`src/rtl/bus_arbiter_2m_pkg.sv`:
```
// Shared definitions for the two-master bus arbiter: state encodings,
// default bus widths and the hold-counter type.
package bus_arbiter_2m_pkg;

  localparam int ADDR_W_DEF = 16;
  localparam int DATA_W_DEF = 64;

  localparam logic [1:0] ST_IDLE = 2'b00;
  localparam logic [1:0] ST_G0   = 2'b01;
  localparam logic [1:0] ST_G1   = 2'b10;

  // HOLD_MAX tops out at 255, so 8 bits always hold HOLD_MAX-1.
  typedef logic [7:0] hold_cnt_t;

  // Grant state for a master index (0 -> G0, 1 -> G1).
  function automatic logic [1:0] grant_state(input logic idx);
    return idx ? ST_G1 : ST_G0;
  endfunction

endpackage

```
`src/rtl/bus_mux2_master.sv`:
```
// Selects the granted master's {wr, addr, dout} onto the shared bus, zeros when idle.
// Latency: combinational.
// Backpressure: none; grants are assumed one-hot or zero.
module bus_mux2_master #(
  parameter int ADDR_W = 16,
  parameter int DATA_W = 64
) (
  input  logic              grant0,
  input  logic              grant1,
  input  logic              a_wr,
  input  logic [ADDR_W-1:0] a_addr,
  input  logic [DATA_W-1:0] a_dout,
  input  logic              b_wr,
  input  logic [ADDR_W-1:0] b_addr,
  input  logic [DATA_W-1:0] b_dout,
  output logic              y_wr,
  output logic [ADDR_W-1:0] y_addr,
  output logic [DATA_W-1:0] y_dout
);

  always_comb begin
    y_wr   = 1'b0;
    y_addr = '0;
    y_dout = '0;
    if (grant0) begin
      y_wr   = a_wr;
      y_addr = a_addr;
      y_dout = a_dout;
    end else if (grant1) begin
      y_wr   = b_wr;
      y_addr = b_addr;
      y_dout = b_dout;
    end
  end

endmodule

```
`src/rtl/bus_arbiter_2m.sv`:
```
// Round-robin arbiter for two masters sharing one bus port, with a per-tenure hold limit.
// Latency: grant registered one cycle after request; data path is combinational from the grant.
// Backpressure: a master waits with req high until granted; owner keeps the bus up to HOLD_MAX cycles when contested.
module bus_arbiter_2m
  import bus_arbiter_2m_pkg::*;
#(
  parameter int ADDR_W   = ADDR_W_DEF,
  parameter int DATA_W   = DATA_W_DEF,
  parameter int HOLD_MAX = 8
) (
  input  logic              clk,
  input  logic              reset_n,
  input  logic              m0_req,
  input  logic              m0_wr,
  input  logic [ADDR_W-1:0] m0_addr,
  input  logic [DATA_W-1:0] m0_dout,
  input  logic              m1_req,
  input  logic              m1_wr,
  input  logic [ADDR_W-1:0] m1_addr,
  input  logic [DATA_W-1:0] m1_dout,
  output logic              m0_grant,
  output logic              m1_grant,
  output logic              bus_req,
  output logic              bus_wr,
  output logic [ADDR_W-1:0] bus_addr,
  output logic [DATA_W-1:0] bus_dout
);

  localparam hold_cnt_t HOLD_LAST = hold_cnt_t'(HOLD_MAX - 1);

  logic [1:0] state, state_nxt;
  logic       last, last_nxt;
  hold_cnt_t  hold_cnt, hold_cnt_nxt;

  logic owner;
  logic own_req;
  logic oth_req;
  logic tenure_end;

  always_comb begin
    state_nxt    = state;
    last_nxt     = last;
    hold_cnt_nxt = hold_cnt;
    owner        = (state == ST_G1);
    own_req      = owner ? m1_req : m0_req;
    oth_req      = owner ? m0_req : m1_req;
    tenure_end   = !own_req || (hold_cnt == HOLD_LAST);

    case (state)
      ST_IDLE: begin
        hold_cnt_nxt = '0;
        // On a tie, the master that did not own the bus last wins.
        if (m0_req && m1_req) begin
          state_nxt = grant_state(!last);
        end else if (m0_req) begin
          state_nxt = ST_G0;
        end else if (m1_req) begin
          state_nxt = ST_G1;
        end
      end
      ST_G0, ST_G1: begin
        if (tenure_end) begin
          hold_cnt_nxt = '0;
          if (oth_req) begin
            state_nxt = grant_state(!owner);
            last_nxt  = owner;
          end else if (!own_req) begin
            state_nxt = ST_IDLE;
            last_nxt  = owner;
          end
          // Expired with no contender: keep the bus and restart the tenure.
        end else begin
          hold_cnt_nxt = hold_cnt + hold_cnt_t'(1);
        end
      end
      default: begin
        state_nxt    = ST_IDLE;
        hold_cnt_nxt = '0;
      end
    endcase
  end

  always_ff @(posedge clk or negedge reset_n) begin
    if (!reset_n) begin
      state    <= ST_IDLE;
      last     <= 1'b1;
      hold_cnt <= '0;
    end else begin
      state    <= state_nxt;
      last     <= last_nxt;
      hold_cnt <= hold_cnt_nxt;
    end
  end

  assign m0_grant = (state == ST_G0);
  assign m1_grant = (state == ST_G1);
  assign bus_req  = m0_grant | m1_grant;

  bus_mux2_master #(
    .ADDR_W (ADDR_W),
    .DATA_W (DATA_W)
  ) u_mux (
    .grant0 (m0_grant),
    .grant1 (m1_grant),
    .a_wr   (m0_wr),
    .a_addr (m0_addr),
    .a_dout (m0_dout),
    .b_wr   (m1_wr),
    .b_addr (m1_addr),
    .b_dout (m1_dout),
    .y_wr   (bus_wr),
    .y_addr (bus_addr),
    .y_dout (bus_dout)
  );

endmodule
```
`config.mk`:
```
export PLATFORM = sky130hd
export DESIGN_NAME = bus_arbiter_2m
export DESIGN_NICKNAME = d
export VERILOG_FILES = /design/src/rtl/bus_arbiter_2m_pkg.sv /design/src/rtl/bus_mux2_master.sv /design/src/rtl/bus_arbiter_2m.sv
export SDC_FILE = /design/constraint.sdc
export NUM_CORES = 1
export LEC_CHECK = 0
export ABC_AREA = 1
export BUFFER_PORTS_ARGS = -buffer_cell sky130_fd_sc_hd__buf_2
export CAP_MARGIN = 20
export CORE_AREA = 5 5 93 95
export CTS_CLUSTER_SIZE = 25
export DETAILED_ROUTE_END_ITERATION = 8
export DIE_AREA = 0 0 98 100
export GPL_ROUTABILITY_DRIVEN = 0
export MAX_ROUTING_LAYER = met4
export PLACE_DENSITY = 0.67
export SKIP_LAST_GASP = 1
export SLEW_MARGIN = 5
export SYNTH_ARGS = -nofsm -noshare
export SYNTH_HDL_FRONTEND = slang
export SYNTH_SLANG_ARGS = --single-unit
```
`constraint.sdc`:
```
create_clock -name clk -period 4.09 [get_ports clk]
set_input_delay 0.6135 -clock clk [delete_from_list [all_inputs] [get_ports clk]]
set_output_delay 0.6135 -clock clk [all_outputs]
set_load 0.01 [all_outputs]
```
==> flow_metrics.env, run 1 <==
export IMPL_synth_yosys_seq_area_share=0.1428
export IMPL_drive_gt1_frac=0.4595
export IMPL_dr_pass1_iters=4
export IMPL_clock_latency_ps=240
export IMPL_worst_pin_slew_ps=779.1
export IMPL_track_usage=0.1824
export IMPL_ios=250
export IMPL_numCtsBuffers=3
export IMPL_path_class="flip-flop to primary output"
export IMPL_io_buffer_count=249
export IMPL_drc=0
export IMPL_root_buffer="clkbuf_8"
export IMPL_vdd_ir_drop_max_mv=0.7739
export IMPL_die_x_um=98
export IMPL_initial_utilization=0.2533
export IMPL_synthCells=375
export IMPL_synth_fa_ha_area_frac=0.03876
export IMPL_drt_wirelength_per_cell_um=13.70
export IMPL_cts_tree="done"
export IMPL_rsz0062_at_grt="no"
export IMPL_hold_class="input pin to async pin"
export IMPL_grt_first_pass_wirelength_um=14600
export IMPL_syn_area_um2=1937
export IMPL_fmax_mhz=357.3
export IMPL_h_tree_depth=1
export IMPL_total_power_mw=1.645
export IMPL_row_count=32
export IMPL_power_density_nw_per_um2=503.4
export IMPL_yosys_area_share_simple=0.6944
export IMPL_ant_nets=0
export IMPL_grt_remaining_overflow=0
export IMPL_path_buf_inv=3
export IMPL_holdBufCountCts=0
export IMPL_dieArea_um2=9800
export IMPL_drt_iter0_markers=101
export IMPL_grt_pass1_vias=2935
export IMPL_yosys_area_top_type_share=0.3682
export IMPL_clockBufferDepth=2
export IMPL_die_h_um=100
export IMPL_cts_setup_buffers=0
export IMPL_grt_max_degree=83
export IMPL_critical_path_max_stage_delay_ps=690
export IMPL_synthMuxAreaShare=0
export IMPL_tns_ps=0
export IMPL_p_leak_nw=2.167
export IMPL_core_area_um2=7647
export IMPL_status="finished clean"
export IMPL_skew_ps=1.751
export IMPL_synth_xor_area_frac=0
export IMPL_cp_cell_sequence="inv_1, ha_2, buf_12, nand3_1, nand2_1, buf_2"
export IMPL_synth_compound_area_frac=0.01744
export IMPL_syn_avg_cell_area_um2=5.165
export IMPL_slew_headroom=0.4806
export IMPL_cts_sinks=11
export IMPL_startpoint_type="flip-flop"
export IMPL_setup_viol=0
export IMPL_crit_path_end_kind="primary output"
export IMPL_hpwl_um=8191
export IMPL_critPathMaxFanout=49
export IMPL_antenna_found_initial=2
export IMPL_synth_top_family_by_area="simple AND/OR/NAND/NOR gates"
export IMPL_path_clk_slew_ps=50
export IMPL_yosys_top_cells_area="nand2_1 (37%), nand3_1 (23%), dfrtp_1 (13%)"
export IMPL_synth_nets=547
export IMPL_cpLargestDelayFamily="adder cells"
export IMPL_ys_seq_elements=11
export IMPL_hold_viol=0
export IMPL_fin_nets=778
export IMPL_slowest_stage="ha_2"
export IMPL_synth_cell_types=25
export IMPL_period_share=0.6843
export IMPL_vias=3209
export IMPL_postCtsResizedCells=0
export IMPL_fillers=845
export IMPL_maxCapViolCount=0
export IMPL_via_per_inst=4.526
export IMPL_crit_arrival_ps=2190
export IMPL_wirelength_um=9713
export IMPL_drv_slew=0
export IMPL_fin_crit_ps=2799
export IMPL_yosysWarnings=0
export IMPL_synth_largest_area_cell="nand2_1"
export IMPL_worstPathRequired_ps=3480
export IMPL_synthToLayoutAreaGrowth_pct=68.67
flip-flops by register name, summed over array words and instances, names as in the netlist:
name      count
last          1
state         2
hold_cnt      8
synth_stat cells:
library cell	instances
nand2_1	190
dfstp_2	1
inv_2	6
nand4_1	1
nand2_4	1
dfrtp_1	10
inv_1	10
a21oi_1	3
buf_2	9
nand3b_1	1
o21ai_2	1
buf_6	1
o21ai_0	1
nor2_2	4
o21ai_1	1
nor3_2	2
nand3_1	90
buf_4	8
nand2_2	3
nand3_2	1
nor3_1	3
nor2_1	12
ha_1	6
nor2_4	2
buf_1	8
worst reg2reg max path: stages (launching register included):
cell and delay [ps]:
dfrtp_1 410, inv_1 120, ha_2 690, buf_12 300, nand2_1 100, o21ai_2 80
nor2_4 60, nand2_1 110, nand2_1 80, nand2_1 60, nand2_1 50
final timing paths:
kind / start / endpoint / slack (ps) / cells after the start
worst max-delay path: state[0]$_DFFE_PN0P_ / bus_dout[35] / 1290 / 6
worst max register to register: state[0]$_DFFE_PN0P_ / state[1]$_DFFE_PN0P_ / 1920 / 10
worst min-delay path: reset_n / hold_cnt[3]$_DFF_PN0_ / 240 / 1
worst min register to register: last$_DFFE_PN1P_ / last$_DFFE_PN1P_ / 460 / 2
max in group asynchronous: reset_n / last$_DFFE_PN1P_ / 3590 / 1
min in group clk: last$_DFFE_PN1P_ / last$_DFFE_PN1P_ / 460 / 2
report_power, final:
group,leakage (nW),switching [mW],internal (mW)
clock,0.0228,0.0388,0.0682
sequential,0.147,0.0169,0.131
combinational,2.00,0.859,0.531
final cells by class:
class | instances | area, um2 | share of cell area
Antenna cell | 2 | 5.005 | 0.001532
Clock buffer | 4 | 45.04 | 0.01379
Inverter | 16 | 60.06 | 0.01838
Multi-Input combinational cell | 322 | 1459 | 0.4466
Sequential cell | 11 | 276.5 | 0.08464
Tap cell | 102 | 127.6 | 0.03907
Timing Repair Buffer | 252 | 1294 | 0.3960
routing by layer:
| metal | up-vias | routed length (um) | global-route usage |
|---|---|---|---|
| li1 | 1657 | - | - |
| met2 | 147 | 4902 | 0.3267 |
| met3 | 16 | 760 | 0.03822 |
| met4 | 0 | 171 | 0.02769 |
| met1 | 1389 | 3879 | 0.2148 |
| met5 | - | 0 | - |
cell families after synthesis:
group	after synthesis
DFF	11
and+or+nand+nor	310
adders and majority gates	6
buffers and inverters	42
AOI/OAI and AO/OA	6
through the flow:
stage	hold WS (ps)	cells	worst slack [ps]	util	instance area (um2)
3_5_place_dp	460.7	703	1508	0.4206	3217
6_report	235.8	709	1291	0.4272	3267
2_1_floorplan	317.9	375	2147	-	1937
3_3_place_gp	450.0	702	1291	0.4180	3197
5_1_grt	244.8	709	1068	0.4272	3267
4_1_cts	237.9	707	1241	0.4265	3262
cell usage in the layout, fill, tap and decap left out:
cell,netlist,final
nand2_4,1,1
nor2_4,2,2
inv_2,6,6
o21ai_0,1,1
buf_4,8,1
nor2_1,12,12
clkbuf_1,0,1
o21ai_1,1,1
nand4_1,1,1
nand3_2,1,1
buf_12,0,2
nor2_2,4,4
nand2_1,190,190
ha_2,0,2
a21oi_1,3,3
inv_1,10,10
ha_1,6,4
nor3_2,2,2
o21ai_2,1,1
buf_2,9,249
nor3_1,3,3
diode_2,0,2
nand3b_1,1,1
clkbuf_8,0,3
nand3_1,90,90
nand2_2,3,3
dfrtp_1,10,10
dfstp_2,1,1
Power figures use the tool's default switching activity.
==> run 2: changes to the inputs <==
Clock period 4.09 ns to 2.92 ns, I/O delays scaled along.
==> flow_metrics.env, run 2 (synthesis results as in run 1) <==
export IMPL_rsz0062_at_grt="no"
export IMPL_intPower_mw=1.007
export IMPL_path_clk_slew_ps=50
export IMPL_final_core_util=0.4269
export IMPL_die_h_um=100
export IMPL_worst_pin_slew_ps=771.1
export IMPL_design_area_um2=3264
export IMPL_cts_setup_buffers=0
export IMPL_skew_ps=1.030
export IMPL_p_leak_nw=2.168
export IMPL_track_usage=0.1829
export IMPL_rrSetupSlack_ps=1140
export IMPL_status="finished clean"
export IMPL_drt_wirelength_per_cell_um=13.75
export IMPL_antenna_found_initial=3
export IMPL_clock_latency_ps=240
export IMPL_hold_class="input pin to async pin"
export IMPL_io_buffer_count=249
export IMPL_hold_viol=0
export IMPL_row_count=32
export IMPL_clkPwrFrac=0.068
export IMPL_postPlaceCellArea_um2=3212
export IMPL_die_x_um=98
export IMPL_slowest_stage="buf_4"
export IMPL_drc=0
export IMPL_reg_top3="hold_cnt: 8 flops, state: 2 flops, last: 1 flops"
export IMPL_path_depth=6
export IMPL_critical_path_max_stage_delay_ps=570
export IMPL_slew_headroom=0.4859
export IMPL_setup_viol=0
export IMPL_grt_first_pass_wirelength_um=14560
export IMPL_largest_register="hold_cnt"
export IMPL_endpoint="bus_dout[63]"
export IMPL_worst_r2r_cell_count=10
export IMPL_power_density_nw_per_um2=702.5
export IMPL_cts_tree="done"
export IMPL_path_class="flip-flop to primary output"
export IMPL_dr_pass1_iters=4
export IMPL_layout_commonest_cell="buf_2"
export IMPL_cpLargestDelayFamily="buffers and inverters"
export IMPL_combPwrFrac=0.841
export IMPL_ant_nets=0
export IMPL_p_sw_frac=0.5610
export IMPL_drt_iter0_markers=104
export IMPL_p_sw_mw=1.287
export IMPL_vias=3167
export IMPL_largest_register_ffs=8
export IMPL_period_share=0.8617
export IMPL_critPathLaunch="state[1]$_DFFE_PN0P_"
export IMPL_holdBufCountCts=0
export IMPL_ios=250
export IMPL_cts_sinks=11
export IMPL_r2r_end="state[1]$_DFFE_PN0P_"
export IMPL_wirelength_um=9778
export IMPL_worstPathRequired_ps=2480
export IMPL_crit_arrival_ps=2080
export IMPL_numCtsBuffers=3
export IMPL_core_area_um2=7647
export IMPL_dieArea_um2=9800
export IMPL_fin_crit_ps=2516
export IMPL_critPathMaxFanout=82
export IMPL_startpoint_type="flip-flop"
export IMPL_tns_ps=0
export IMPL_initial_utilization=0.2533
export IMPL_synthToLayoutAreaGrowth_pct=68.54
export IMPL_fmax_mhz=397.4
export IMPL_grt_max_degree=83
export IMPL_crit_top_cell="nand2_1"
export IMPL_fillers=854
export IMPL_fin_nets=779
export IMPL_drv_slew=0
export IMPL_cp_cell_sequence="inv_1, ha_2, buf_4, nand2_1, nand2_1, buf_2"
export IMPL_maxCapViolCount=0
export IMPL_grt_remaining_overflow=0
export IMPL_vdd_ir_drop_max_mv=0.4582
export IMPL_clockBufferDepth=2
export IMPL_crit_path_end_kind="primary output"
export IMPL_root_buffer="clkbuf_8"
export IMPL_reg2reg_from="state[0]$_DFFE_PN0P_"
export IMPL_grt_pass1_vias=2916
export IMPL_drive_gt1_frac=0.4604
export IMPL_postCtsResizedCells=0
export IMPL_pwr_share_seq=0.091
export IMPL_path_buf_inv=3
export IMPL_hpwl_um=8092
export IMPL_via_per_inst=4.454
export IMPL_h_tree_depth=1
export IMPL_final_cell_mix="buf_2 (249), nand2_1 (190), nand3_1 (90), nor2_1 (12)"
==> run 2: cell types whose count changed in the layout (fill, tap and decap cells not counted) <==
cell,delta
buf_4,+2
buf_12,-1
diode_2,+1
==> run 2: worst min-delay path by stage <==
stage | start | to
2_1_floorplan | reset_n | hold_cnt[0]$_DFF_PN0_
3_5_place_dp | reset_n | hold_cnt[2]$_DFF_PN0_
3_3_place_gp | reset_n | hold_cnt[4]$_DFF_PN0_
4_1_cts | reset_n | hold_cnt[2]$_DFF_PN0_
5_1_grt | reset_n | hold_cnt[2]$_DFF_PN0_
6_report | reset_n | hold_cnt[2]$_DFF_PN0_
==> run 2: final cells by class <==
cell class                      instances  area, um2  area share
Clock buffer                            4      45.04     0.01380
Tap cell                              102      127.6     0.03910
Inverter                               16      60.06     0.01840
Sequential cell                        11      276.5     0.08471
Multi-Input combinational cell        322       1459      0.4469
Timing Repair Buffer                  253       1289      0.3948
Antenna cell                            3      7.507    0.002300
==> run 2: routing by layer <==
metal | vias to the layer above | GRT usage | wire length, um
li1 | 1667 | - | -
met1 | 1348 | 0.2095 | 3735
met2 | 133 | 0.3272 | 5066
met3 | 19 | 0.03614 | 772
met4 | 0 | 0.04686 | 203
met5 | - | - | 0
==> run 2: power by group through the flow <==
stage,logic (mW),clock network (mW),registers (mW)
floorplan,1.26,0,0.204
global placement,1.93,0,0.207
detailed placement,1.95,0,0.210
CTS,1.96,0.159,0.208
global route,2.15,0.165,0.211
finish,1.93,0.157,0.208
==> run 2: stage by stage <==
step | instances | hold WS [ps] | power [mW] | setup slack (ps)
after floorplan | 375 | 142.4 | 1.467 | 1152
after global placement | 704 | 315.4 | 2.141 | 705.9
after detailed placement | 704 | 322.2 | 2.159 | 613.1
after CTS | 708 | 65.61 | 2.323 | 351.2
after global routing | 711 | 72.90 | 2.523 | 201.6
final | 711 | 58.82 | 2.293 | 403.9
==> run 3: changes to the inputs <==
Settings changed: CAP_MARGIN 20 to default, HOLD_SLACK_MARGIN from default to 0.08.
==> flow_metrics.env, run 3 (synthesis results as in run 1) <==
export IMPL_postCtsResizedCells=0
export IMPL_largest_register_ffs=8
export IMPL_crit_path_end_kind="primary output"
export IMPL_ant_nets=0
export IMPL_tns_ps=0
export IMPL_critPathMaxFanout=82
export IMPL_vias=3150
export IMPL_wirelength_um=9795
export IMPL_via_per_inst=4.424
export IMPL_grt_first_pass_wirelength_um=14590
export IMPL_track_usage=0.1834
export IMPL_hpwl_um=8092
export IMPL_fin_nets=780
export IMPL_ios=250
export IMPL_holdBufCountCts=1
export IMPL_layout_commonest_cell="buf_2"
export IMPL_h_tree_depth=1
export IMPL_fillers=853
export IMPL_dieArea_um2=9800
export IMPL_fmax_mhz=397.9
export IMPL_worst_pin_slew_ps=772.5
export IMPL_rsz0062_at_grt="no"
export IMPL_setup_ws_ps=406.9
export IMPL_largest_register="hold_cnt"
export IMPL_p_leak_nw=2.172
export IMPL_drc=0
export IMPL_cts_setup_buffers=0
export IMPL_cts_sinks=11
export IMPL_root_buffer="clkbuf_8"
export IMPL_drv_slew=0
export IMPL_drt_wirelength_per_cell_um=13.76
export IMPL_synthToLayoutAreaGrowth_pct=69.06
export IMPL_drive_gt1_frac=0.4596
export IMPL_io_buffer_count=249
export IMPL_crit_arrival_ps=2080
export IMPL_skew_ps=1.060
export IMPL_final_core_util=0.4282
export IMPL_die_h_um=100
export IMPL_clockBufferDepth=2
export IMPL_row_count=32
export IMPL_period_share=0.8607
export IMPL_core_area_um2=7647
export IMPL_slew_headroom=0.4850
export IMPL_final_cell_mix="buf_2 (249), nand2_1 (190), nand3_1 (90), nor2_1 (12)"
export IMPL_vdd_ir_drop_max_mv=0.4582
export IMPL_reg_top3="hold_cnt: 8 flops, state: 2 flops, last: 1 flops"
export IMPL_path_class="flip-flop to primary output"
export IMPL_dr_pass1_iters=4
export IMPL_path_clk_slew_ps=50
export IMPL_drt_iter0_markers=94
export IMPL_cts_tree="done"
export IMPL_maxCapViolCount=0
export IMPL_hold_viol=0
export IMPL_pre_cts_ws_ps=613.1
export IMPL_status="finished clean"
export IMPL_clock_latency_ps=240
export IMPL_fin_crit_ps=2513
export IMPL_startpoint_type="flip-flop"
export IMPL_power_density_nw_per_um2=700.9
export IMPL_setup_viol=0
export IMPL_grt_pass1_vias=2921
export IMPL_die_x_um=98
export IMPL_numCtsBuffers=3
export IMPL_grt_max_degree=83
export IMPL_hold_class="flip-flop to flip-flop"
export IMPL_antenna_found_initial=3
export IMPL_initial_utilization=0.2533
export IMPL_grt_remaining_overflow=0
export IMPL_worstPathRequired_ps=2480
[run 3: layout make-up]
type                            count  area [um2]  area share
Multi-Input combinational cell    322        1459      0.4455
Tap cell                          102       127.6     0.03898
Clock buffer                        4       45.04     0.01376
Inverter                           16       60.06     0.01834
Antenna cell                        3       7.507    0.002293
Timing Repair Buffer              254        1299      0.3966
Sequential cell                    11       276.5     0.08445
[run 3: through the flow]
step / hold WS, ps / cell area, um2 / std cells / power [mW]
finish: 462.8 / 3274 / 712 / 2.295
global route: 474.7 / 3274 / 712 / 2.524
CTS: 466.9 / 3267 / 709 / 2.324
detailed placement: 322.2 / 3212 / 704 / 2.159
global placement: 315.4 / 3212 / 704 / 2.141
floorplan: 142.4 / 1937 / 375 / 1.467
[run 3: power by group]
group / switching (mW) / leakage (nW) / internal, mW / total (mW)
sequential: 0.0247 / 0.147 / 0.183 / 0.208
clock: 0.0607 / 0.0228 / 0.0962 / 0.157
combinational: 1.20 / 2.00 / 0.728 / 1.93
[run 3: layer usage]
| metal | vias to the layer above | global-route usage | routed length [um] |
|---|---|---|---|
| li1 | 1668 | - | - |
| met1 | 1330 | 0.2099 | 3773 |
| met2 | 133 | 0.3283 | 5031 |
| met3 | 19 | 0.03614 | 787 |
| met4 | 0 | 0.04686 | 203 |
| met5 | - | - | 0 |
[run 3: path summary, 6_finish.rpt]
kind                       slack (ps)                  from  depth (start not counted)               endpoint
max in group asynchronous        2060               reset_n                          2       last$_DFFE_PN1P_
min reg2reg                       460      last$_DFFE_PN1P_                          2       last$_DFFE_PN1P_
max                               410  state[1]$_DFFE_PN0P_                          6           bus_dout[63]
max reg2reg                      1150  state[0]$_DFFE_PN0P_                         10   state[1]$_DFFE_PN0P_
min                               460      last$_DFFE_PN1P_                          2       last$_DFFE_PN1P_
min in group asynchronous         600               reset_n                          2  hold_cnt[2]$_DFF_PN0_
[run 3: critical path: stages (launching register included)]
cell     delay [ps]
dfrtp_1         430
inv_1           110
ha_2            190
buf_4           570
nand2_1         200
nand2_1         110
buf_2           150
